**config.mk**
```make
export PLATFORM = sky130hd
export DESIGN_NAME = instr_mem_loader
export DESIGN_NICKNAME = d
export VERILOG_FILES = /design/src/rtl/instr_mem_loader_pkg.sv /design/src/rtl/instr_mem_loader_byte_word_packer.sv /design/src/rtl/instr_mem_loader.sv
export SDC_FILE = /design/constraint.sdc
export NUM_CORES = 1
export LEC_CHECK = 0
export ABC_CLOCK_PERIOD_IN_PS = 2150
export CAP_MARGIN = 40
export CELL_PAD_IN_SITES_DETAIL_PLACEMENT = 1
export CELL_PAD_IN_SITES_GLOBAL_PLACEMENT = 1
export CORE_ASPECT_RATIO = 0.5
export CORE_MARGIN = 4
export CORE_UTILIZATION = 30
export DETAILED_ROUTE_END_ITERATION = 12
export PLACE_DENSITY_LB_ADDON = 0.1
export SLEW_MARGIN = 20
export SYNTH_ARGS = -nofsm -noshare
export SYNTH_HDL_FRONTEND = slang
export SYNTH_SLANG_ARGS = --single-unit
```
**constraint.sdc**
```tcl
create_clock -name clk -period 2.15 [get_ports clk]
set_input_delay 0.43 -clock clk [delete_from_list [all_inputs] [get_ports clk]]
set_output_delay 0.43 -clock clk [all_outputs]
set_load 0.01 [all_outputs]
```
**src/rtl/instr_mem_loader_pkg.sv**
```systemverilog
// Shared definitions for the boot-time instruction memory loader.
// Holds the default word width and memory depth, and the loader FSM state encodings.
// The checksum phase state (StChk) is only reached when LOADER_CHECKSUM_EN is defined.
package instr_mem_loader_pkg;

  localparam int unsigned DataWidthDef = 32;
  localparam int unsigned RomDepthDef  = 16;
  localparam int unsigned LenWidth     = 16;

  localparam logic [2:0] StIdle  = 3'd0;
  localparam logic [2:0] StLenLo = 3'd1;
  localparam logic [2:0] StLenHi = 3'd2;
  localparam logic [2:0] StData  = 3'd3;
  localparam logic [2:0] StChk   = 3'd4;
  localparam logic [2:0] StDone  = 3'd5;
  localparam logic [2:0] StErr   = 3'd6;

  // States in which a load is in flight and stream bytes are accepted.
  function automatic logic is_busy(logic [2:0] st);
    return st inside {StLenLo, StLenHi, StData, StChk};
  endfunction

endpackage

```
**src/rtl/instr_mem_loader_byte_word_packer.sv**
```systemverilog
// Byte-to-word packer for the instruction memory loader.
// Shifts accepted bytes in little-endian order (first byte ends up in bits [7:0]) and emits a
// one-cycle word_valid pulse with the completed word on the cycle after its last byte.
// Ports:
//  clk, rst    clock, synchronous active-high reset
//  clear       restart packing from byte 0 (new load)
//  byte_en     a stream byte is accepted this cycle
//  byte_in     the accepted byte
//  last_byte   the next accepted byte completes a word
//  word_valid  completed word available (1-cycle pulse)
//  word        completed word, held until the next word completes
module instr_mem_loader_byte_word_packer #(
  parameter int unsigned DATA_WIDTH = 32
) (
  input  logic                  clk,
  input  logic                  rst,
  input  logic                  clear,
  input  logic                  byte_en,
  input  logic [7:0]            byte_in,
  output logic                  last_byte,
  output logic                  word_valid,
  output logic [DATA_WIDTH-1:0] word
);

  localparam int unsigned BytesPerWord = DATA_WIDTH / 8;
  localparam int unsigned CntWidth     = (BytesPerWord > 1) ? $clog2(BytesPerWord) : 1;

  logic [CntWidth-1:0]   cnt_q;
  logic [DATA_WIDTH-1:0] shift_q;
  logic [DATA_WIDTH-1:0] shift_in;
  logic [DATA_WIDTH-1:0] word_q;
  logic                  valid_q;

  // New byte enters at the top; after a full word the first byte has reached bits [7:0].
  assign shift_in  = (shift_q >> 8) | (DATA_WIDTH'(byte_in) << (DATA_WIDTH - 8));
  assign last_byte = (cnt_q == CntWidth'(BytesPerWord - 1));

  always_ff @(posedge clk) begin
    if (rst || clear) begin
      cnt_q   <= '0;
      shift_q <= '0;
      word_q  <= '0;
      valid_q <= 1'b0;
    end else begin
      valid_q <= 1'b0;
      if (byte_en) begin
        shift_q <= shift_in;
        if (last_byte) begin
          cnt_q   <= '0;
          word_q  <= shift_in;
          valid_q <= 1'b1;
        end else begin
          cnt_q <= cnt_q + 1'b1;
        end
      end
    end
  end

  assign word_valid = valid_q;
  assign word       = word_q;

endmodule

```
**src/rtl/instr_mem_loader.sv**
```systemverilog
// Boot-time program writer for the SoC instruction memory.
// Receives a byte stream: 16-bit word count LEN (low byte first), then LEN words of
// DATA_WIDTH/8 little-endian bytes each. Words are written to consecutive addresses from 0.
// rv_core is held in reset (core_rstn_o=0) until a load completes successfully.
// Optional feature (macro LOADER_CHECKSUM_EN): one trailing byte must equal the XOR of all
// data bytes, otherwise the load ends in error.
// Ports:
//  clk, rst                 clock, synchronous active-high reset
//  load_start_i             1-cycle request to begin a load (ignored while busy)
//  byte_valid_i/byte_i      stream byte; accepted when byte_ready_o is also high
//  byte_ready_o             loader can accept a byte
//  mem_we_o/addr/wdata      instruction memory write port, 1-cycle strobe per word
//  core_rstn_o              active-low core reset, released only in DONE
//  busy_o, done_o, err_o    load status
module instr_mem_loader
  import instr_mem_loader_pkg::*;
#(
  parameter int unsigned DATA_WIDTH = DataWidthDef,
  parameter int unsigned ROM_DEPTH  = RomDepthDef,
  parameter int unsigned ADDR_WIDTH = $clog2(ROM_DEPTH)
) (
  input  logic                  clk,
  input  logic                  rst,
  input  logic                  load_start_i,
  input  logic                  byte_valid_i,
  input  logic [7:0]            byte_i,
  output logic                  byte_ready_o,
  output logic                  mem_we_o,
  output logic [ADDR_WIDTH-1:0] mem_addr_o,
  output logic [DATA_WIDTH-1:0] mem_wdata_o,
  output logic                  core_rstn_o,
  output logic                  busy_o,
  output logic                  done_o,
  output logic                  err_o
);

  logic [2:0]          state_q, state_d;
  logic [7:0]          len_lo_q;
  logic [LenWidth-1:0] len_q;
  logic [LenWidth-1:0] len_full;
  logic [LenWidth-1:0] words_q;
  logic [ADDR_WIDTH-1:0] addr_q;
  logic                accept;
  logic                data_byte;
  logic                start_ok;
  logic                last_byte;
  logic                last_word_byte;
`ifdef LOADER_CHECKSUM_EN
  logic [7:0]          chk_q;
`endif

  assign accept    = byte_valid_i & byte_ready_o;
  assign data_byte = accept & (state_q == StData);
  assign start_ok  = load_start_i & ~is_busy(state_q);
  assign len_full  = {byte_i, len_lo_q};
  // words_q counts words already packed, so len_q-1 identifies the final word's last byte.
  assign last_word_byte = data_byte & last_byte & (words_q == len_q - 1'b1);

  instr_mem_loader_byte_word_packer #(
    .DATA_WIDTH (DATA_WIDTH)
  ) u_packer (
    .clk        (clk),
    .rst        (rst),
    .clear      (start_ok),
    .byte_en    (data_byte),
    .byte_in    (byte_i),
    .last_byte  (last_byte),
    .word_valid (mem_we_o),
    .word       (mem_wdata_o)
  );

  always_comb begin
    state_d = state_q;
    case (state_q)
      StIdle, StDone, StErr: begin
        if (load_start_i) state_d = StLenLo;
      end
      StLenLo: begin
        if (accept) state_d = StLenHi;
      end
      StLenHi: begin
        if (accept) begin
          if (len_full == '0) begin
`ifdef LOADER_CHECKSUM_EN
            state_d = StChk;
`else
            state_d = StDone;
`endif
          end else if ({1'b0, len_full} > 17'(ROM_DEPTH)) begin
            state_d = StErr;
          end else begin
            state_d = StData;
          end
        end
      end
      StData: begin
        if (last_word_byte) begin
`ifdef LOADER_CHECKSUM_EN
          state_d = StChk;
`else
          state_d = StDone;
`endif
        end
      end
`ifdef LOADER_CHECKSUM_EN
      StChk: begin
        if (accept) state_d = (byte_i == chk_q) ? StDone : StErr;
      end
`endif
      default: state_d = StIdle;
    endcase
  end

  always_ff @(posedge clk) begin
    if (rst) begin
      state_q  <= StIdle;
      len_lo_q <= '0;
      len_q    <= '0;
      words_q  <= '0;
      addr_q   <= '0;
`ifdef LOADER_CHECKSUM_EN
      chk_q    <= '0;
`endif
    end else begin
      state_q <= state_d;
      if (start_ok) begin
        len_lo_q <= '0;
        len_q    <= '0;
        words_q  <= '0;
        addr_q   <= '0;
`ifdef LOADER_CHECKSUM_EN
        chk_q    <= '0;
`endif
      end
      if (accept && state_q == StLenLo) len_lo_q <= byte_i;
      if (accept && state_q == StLenHi) len_q <= len_full;
      // Address is latched with the last byte so it lines up with the packer's write pulse.
      if (data_byte && last_byte) begin
        addr_q  <= words_q[ADDR_WIDTH-1:0];
        words_q <= words_q + 1'b1;
      end
`ifdef LOADER_CHECKSUM_EN
      if (data_byte) chk_q <= chk_q ^ byte_i;
`endif
    end
  end

  assign mem_addr_o   = addr_q;
  assign byte_ready_o = is_busy(state_q);
  assign busy_o       = is_busy(state_q);
  assign done_o       = (state_q == StDone);
  assign err_o        = (state_q == StErr);
  assign core_rstn_o  = (state_q == StDone);

endmodule

```
# Word level (Yosys, flattened, before mapping)
# Index checks and enable logic that the tools add are counted.
[word_totals]
memories = 0
mem_bits_rw = 0
regBits = 114
input_bits = 12
out_inout_bits = 42
rom_bits = 0
latch_bits = 0
elab_cells = 63
[op_classes]
n_shift = 0
order_cmp = 1
mux = 16
n_reduce_logical = 14
mul = 0
div_mod_pow = 0
add_sub_neg = 3
n_eq_ne = 12
bitwise_logic = 8
[op_table]
columns = ["cell", "n"]
rows = [
  ["$mux W16", 3],
  ["$or A24 B32 Y32", 1],
  ["$mux W3", 6],
  ["$add A16 B1 Y16 const B", 1],
  ["$eq A16 B16 Y1", 1],
  ["$gt A16 B5 Y1 const B", 1],
  ["$logic_not A16 Y1", 1],
  ["$mux W8", 2],
  ["$sub A16 B1 Y16 const B", 1],
  ["$pmux W3 S4", 1],
  ["$eq A3 B3 Y1 const B", 3],
  ["$mux W4", 2],
  ["$ne A2 B2 Y1 const B", 4],
  ["$eq A3 B2 Y1 const B", 2],
  ["$reduce_bool A2 Y1", 3],
  ["$and A1 B1 Y1", 5],
  ["$reduce_and A4 Y1", 1],
  ["$reduce_bool A4 Y1", 1],
  ["$eq A3 B1 Y1 const B", 1],
  ["$logic_and A1 B1 Y1", 3],
  ["$logic_not A3 Y1", 1],
  ["$reduce_or A3 Y1", 1],
  ["$add A2 B1 Y2 const B", 1],
  ["$eq A2 B2 Y1 const B", 1],
  ["other kinds (6)", 7],
]

# Depth between registers and ports, before layout
[depth]
depth_word = 8
mapped_depth = 8
ltp_nobuf = 8

# By module
# From an unflattened synthesis, not the netlist that was laid out.
[hier_totals]
cells_unflattened = 602
area_unflattened_um2 = 5137.4
[modules_own_cells]
columns = ["module", "cells_per_inst", "seq_area_each_um2", "n_inst", "area_each_um2"]
rows = [
  ["instr_mem_loader", 365, 940.9, 1, 2778.9],
  ["instr_mem_loader_byte_word_packer", 237, 1181.1, 1, 2358.5],
]

# Least setup slack after synthesis
# OpenSTA, ideal clock, no wires.
[synth_path]
path_type = "reg2reg"
from = "register len_q[4]"
to = "register state_q[1]"
t_arrival_ns = 1.867
required_time_ns = 2.013
path_buffers = 0
path_slack_ns = 0.147
period_less_slack_ns = 2.003
stages_incl_launch_ff = 7
path_cell_list = "dfxtp_1 > nor4_4 > nand3_2 > or3_1 > a211o_1 > nor4_4 > a311oi_1"
[synth_via]
elab_chain_cells = 5
[synth_lines]
columns = ["element", "line_no", "rtl"]
rows = [
  ["from (decl)", "instr_mem_loader.sv:39", "logic [LenWidth-1:0] len_q;"],
  ["from (signal assigned)", "instr_mem_loader.sv:136", "if (accept && state_q == StLenHi) len_q <= len_full;"],
  ["$sub A16 B1 Y16", "instr_mem_loader.sv:57", "assign last_word_byte = data_byte & last_byte & (words_q == len_q - 1'b1);"],
  ["$eq A16 B16 Y1", "instr_mem_loader.sv:57", ""],
  ["$and A1 B1 Y1", "instr_mem_loader.sv:57", ""],
  ["$ne A2 B2 Y1 (no source line)", "n/a", ""],
  ["$reduce_and A4 Y1 (no source line)", "n/a", ""],
  ["to (signal assigned)", "instr_mem_loader.sv:116", "state_q <= StIdle;"],
  ["to (signal assigned)", "instr_mem_loader.sv:125", "state_q <= state_d;"],
  ["to (decl)", "instr_mem_loader.sv:37", "logic [2:0] state_q, state_d;"],
]
# Every way passes these cells.
# A chain may end at the register's enable or synchronous reset.

# Worst setup path in the final report
[layout_path]
from = "register len_q[3]"
to = "register state_q[1]"
# Same word-level chain as after synthesis.

==> impl_metrics.tcl <==
set metrics [dict create \
    synthTopCellsByArea "dfxtp_1, nand2_1, a21oi_1" \
    setup_ws_ns -0.009134 \
    drive_above_1_share 0.1315 \
    fin_crit_ns 2.159 \
    synth.net_count 617 \
    fmax_ghz 0.4631 \
    path_class "reg2reg" \
    cts_setup_buffers 0 \
    cts-buffers-inserted 9 \
    layout.nets 702 \
    yosysWarnings 0 \
    grt_setup_unrepaired "true" \
    placeableCoreArea_um2 14820 \
    stdcell_area_um2 6113 \
    maxSlewHeadroom 0.6889 \
    worstMarginPinSlew_ns 0.4666 \
    cts_tree "yes" \
    routabilityCongestion 0.8223 \
    track_usage 0.1676 \
    dp_cells 874 \
    synth-seq-cells 106 \
    yosysTopAreaCellShare 0.4560 \
    drc_errors 0 \
    cts_max_path_buffers 2 \
    setup_viol 1 \
    clk_latency_ns 0.36 \
    final_cells 890 \
    path_delay_family "simple AND/OR/NAND/NOR gates" \
    htreeDepth 3 \
    first_iter_violations 225 \
    vdd_drop_max_uv 341.2 \
    path_clk_slew_ns 0.08 \
    cts_root_buf "clkbuf_16" \
    hold_viol 0 \
    path_buf_inv 0 \
    final_common_cell "nand2_1" \
    violations "setup timing" \
    io_buffers 53 \
    die_w_um 184.1 \
    route.vias.total 4425 \
    grt_pass1_wl_mm 23.63 \
    netlist_area_um2 4653 \
    die_y_um 96.07 \
    routed_wl_mm 14.52 \
    leakagePower_nw 2.179 \
    rows 31 \
    drt-vias-per-instance 4.972 \
    final_core_util 0.4126 \
    gr-total-overflow 0 \
    worstPathArrival_ns 2.38 \
    hold_ws_ns 0.4508 \
    mostFrequentLayoutCells "nand2_1, dfxtp_1, a21oi_1" \
    antenna-diode-count 0 \
    p_per_area_nw_per_um2 813.1 \
    worstSetupStartpointType "flop" \
    finalPower_mw 4.971 \
    fin_crit_sh 1.004 \
    slowest_stage "or3_1" \
    netlist_instances 602 \
    cts.sinks 106 \
    endpoint_kind "flop" \
    antenna_found_initial 0 \
    pre_cts_ws_ns -0.2689 \
    grt_max_degree 61 \
    slew_violations 0 \
    ys_seq_area_frac 0.4560 \
    wl_per_cell_um 16.31 \
    clock_skew_ns 0.01143 \
    dr.pass1.iters 4 \
    area_delta_synth_final_pct 31.38 \
    ant_nets 0 \
    place_area_um2 5787 \
    synth_top_cell_by_area "dfxtp_1" \
    final.setup.tns_ns -0.009134 \
    dieArea_um2 17690 \
    cpMostUsedCell "nor4_4" \
    synth_cell_types 45 \
    dp_hpwl_mm 10.54 \
    start_util 0.3141 \
    path_cells "nor4_4, nand3_2, or3_1, a211o_1, nor4_4, a311oi_2" \
    required_ns 2.37 \
    cpPeakStageDelay_ns 0.40 \
    drv_cap 0 \
    status "finished with violations" \
    grt_pass1_vias 4505 \
    path_max_fanout 3 \
    syn_avg_cell_area_um2 7.730 \
    hold_buffers 0 \
    hold_class "reg2reg" \
    io_pins 54 \
]
## layer usage
metal  wire length (um)  share of wire  GRT usage
met1               7279           0.50     0.2291
met2               6582           0.45     0.2762
met3                527          0.036    0.03322
met4                126         0.0087    0.03875
met5                  0              0          0
## flip-flops by register name (all words and copies together) (netlist names)
signal and count:
len_lo_q 8, len_q 16, mem_addr_o 4, state_q 3, u_packer.cnt_q 2, u_packer.shift_q 24, u_packer.word 32, u_packer.word_valid 1
words_q 16
## Yosys cell counts, drive strengths merged
master / n
o31a: 2
or3: 3
inv: 11
nor2b: 1
a21oi: 100
a211o: 1
and3b: 1
mux2: 3
nand4: 4
ha: 3
a221o: 1
nand2: 157
a2111o: 1
or2: 1
and2: 1
or4: 1
nor3: 13
o311ai: 3
a31oi: 3
a311oi: 4
dfxtp: 106
clkbuf: 34
nand3: 44
xor2: 12
nand2b: 8
a211oi: 1
o21ai: 8
a32o: 1
a221oi: 2
buf: 4
a21bo: 1
and4b: 2
o211ai: 5
o21a: 1
xnor2: 10
and3: 6
nor4: 8
nand4b: 1
nor2: 29
nor3b: 2
nand3b: 3
## repair_timing
item,CTS,global route
endpoints found under the hold margin,0,0
endpoints found under the setup margin,5,7
resized for setup,4,6
pin swaps,0,1
## cell type report
| cell class | count | area (um2) |
|---|---|---|
| Fill cell | 1789 | 8703 |
| Multi-Input combinational cell | 447 | 2370 |
| Sequential cell | 106 | 2122 |
| Timing Repair Buffer | 112 | 1028 |
| Tap cell | 198 | 247.7 |
| Clock buffer | 10 | 239.0 |
| Clock inverter | 6 | 65.06 |
| Inverter | 11 | 41.29 |
## where the power goes
group / total [mW] / switching (mW) / internal, mW
clock: 1.70 / 0.837 / 0.858
sequential: 2.07 / 0.0472 / 2.02
combinational: 1.20 / 0.758 / 0.447
## final timing paths
kind	start	to	slack, ns	cells past startpoint
setup / recovery	len_q[3]$_SDFFE_PP0P_	state_q[1]$_SDFFE_PP0P_	-0.009	6
hold / removal	u_packer.shift_q[9]$_SDFFE_PP0P_	u_packer.word[1]$_SDFFE_PP0P_	0.45	2
setup reg to reg	len_q[3]$_SDFFE_PP0P_	state_q[1]$_SDFFE_PP0P_	-0.009	6
hold reg to reg	u_packer.shift_q[9]$_SDFFE_PP0P_	u_packer.word[1]$_SDFFE_PP0P_	0.45	2
## worst min-delay path, stage by stage (launching register included)
cell,delay [ns]
dfxtp_1,0.31
nand2_1,0.05
a21oi_1,0.05
## cells by family after synthesis
logic type	share of synthesized area
muxes	0.007260
DFF	0.4560
xor gates and xnor gates	0.04141
and+or+nand+nor	0.2829
AOI/OAI and AO/OA	0.1630
adders and majority gates	0.008068
buffers and inverters	0.04141
No activity file was read; power rests on OpenSTA's default activity.
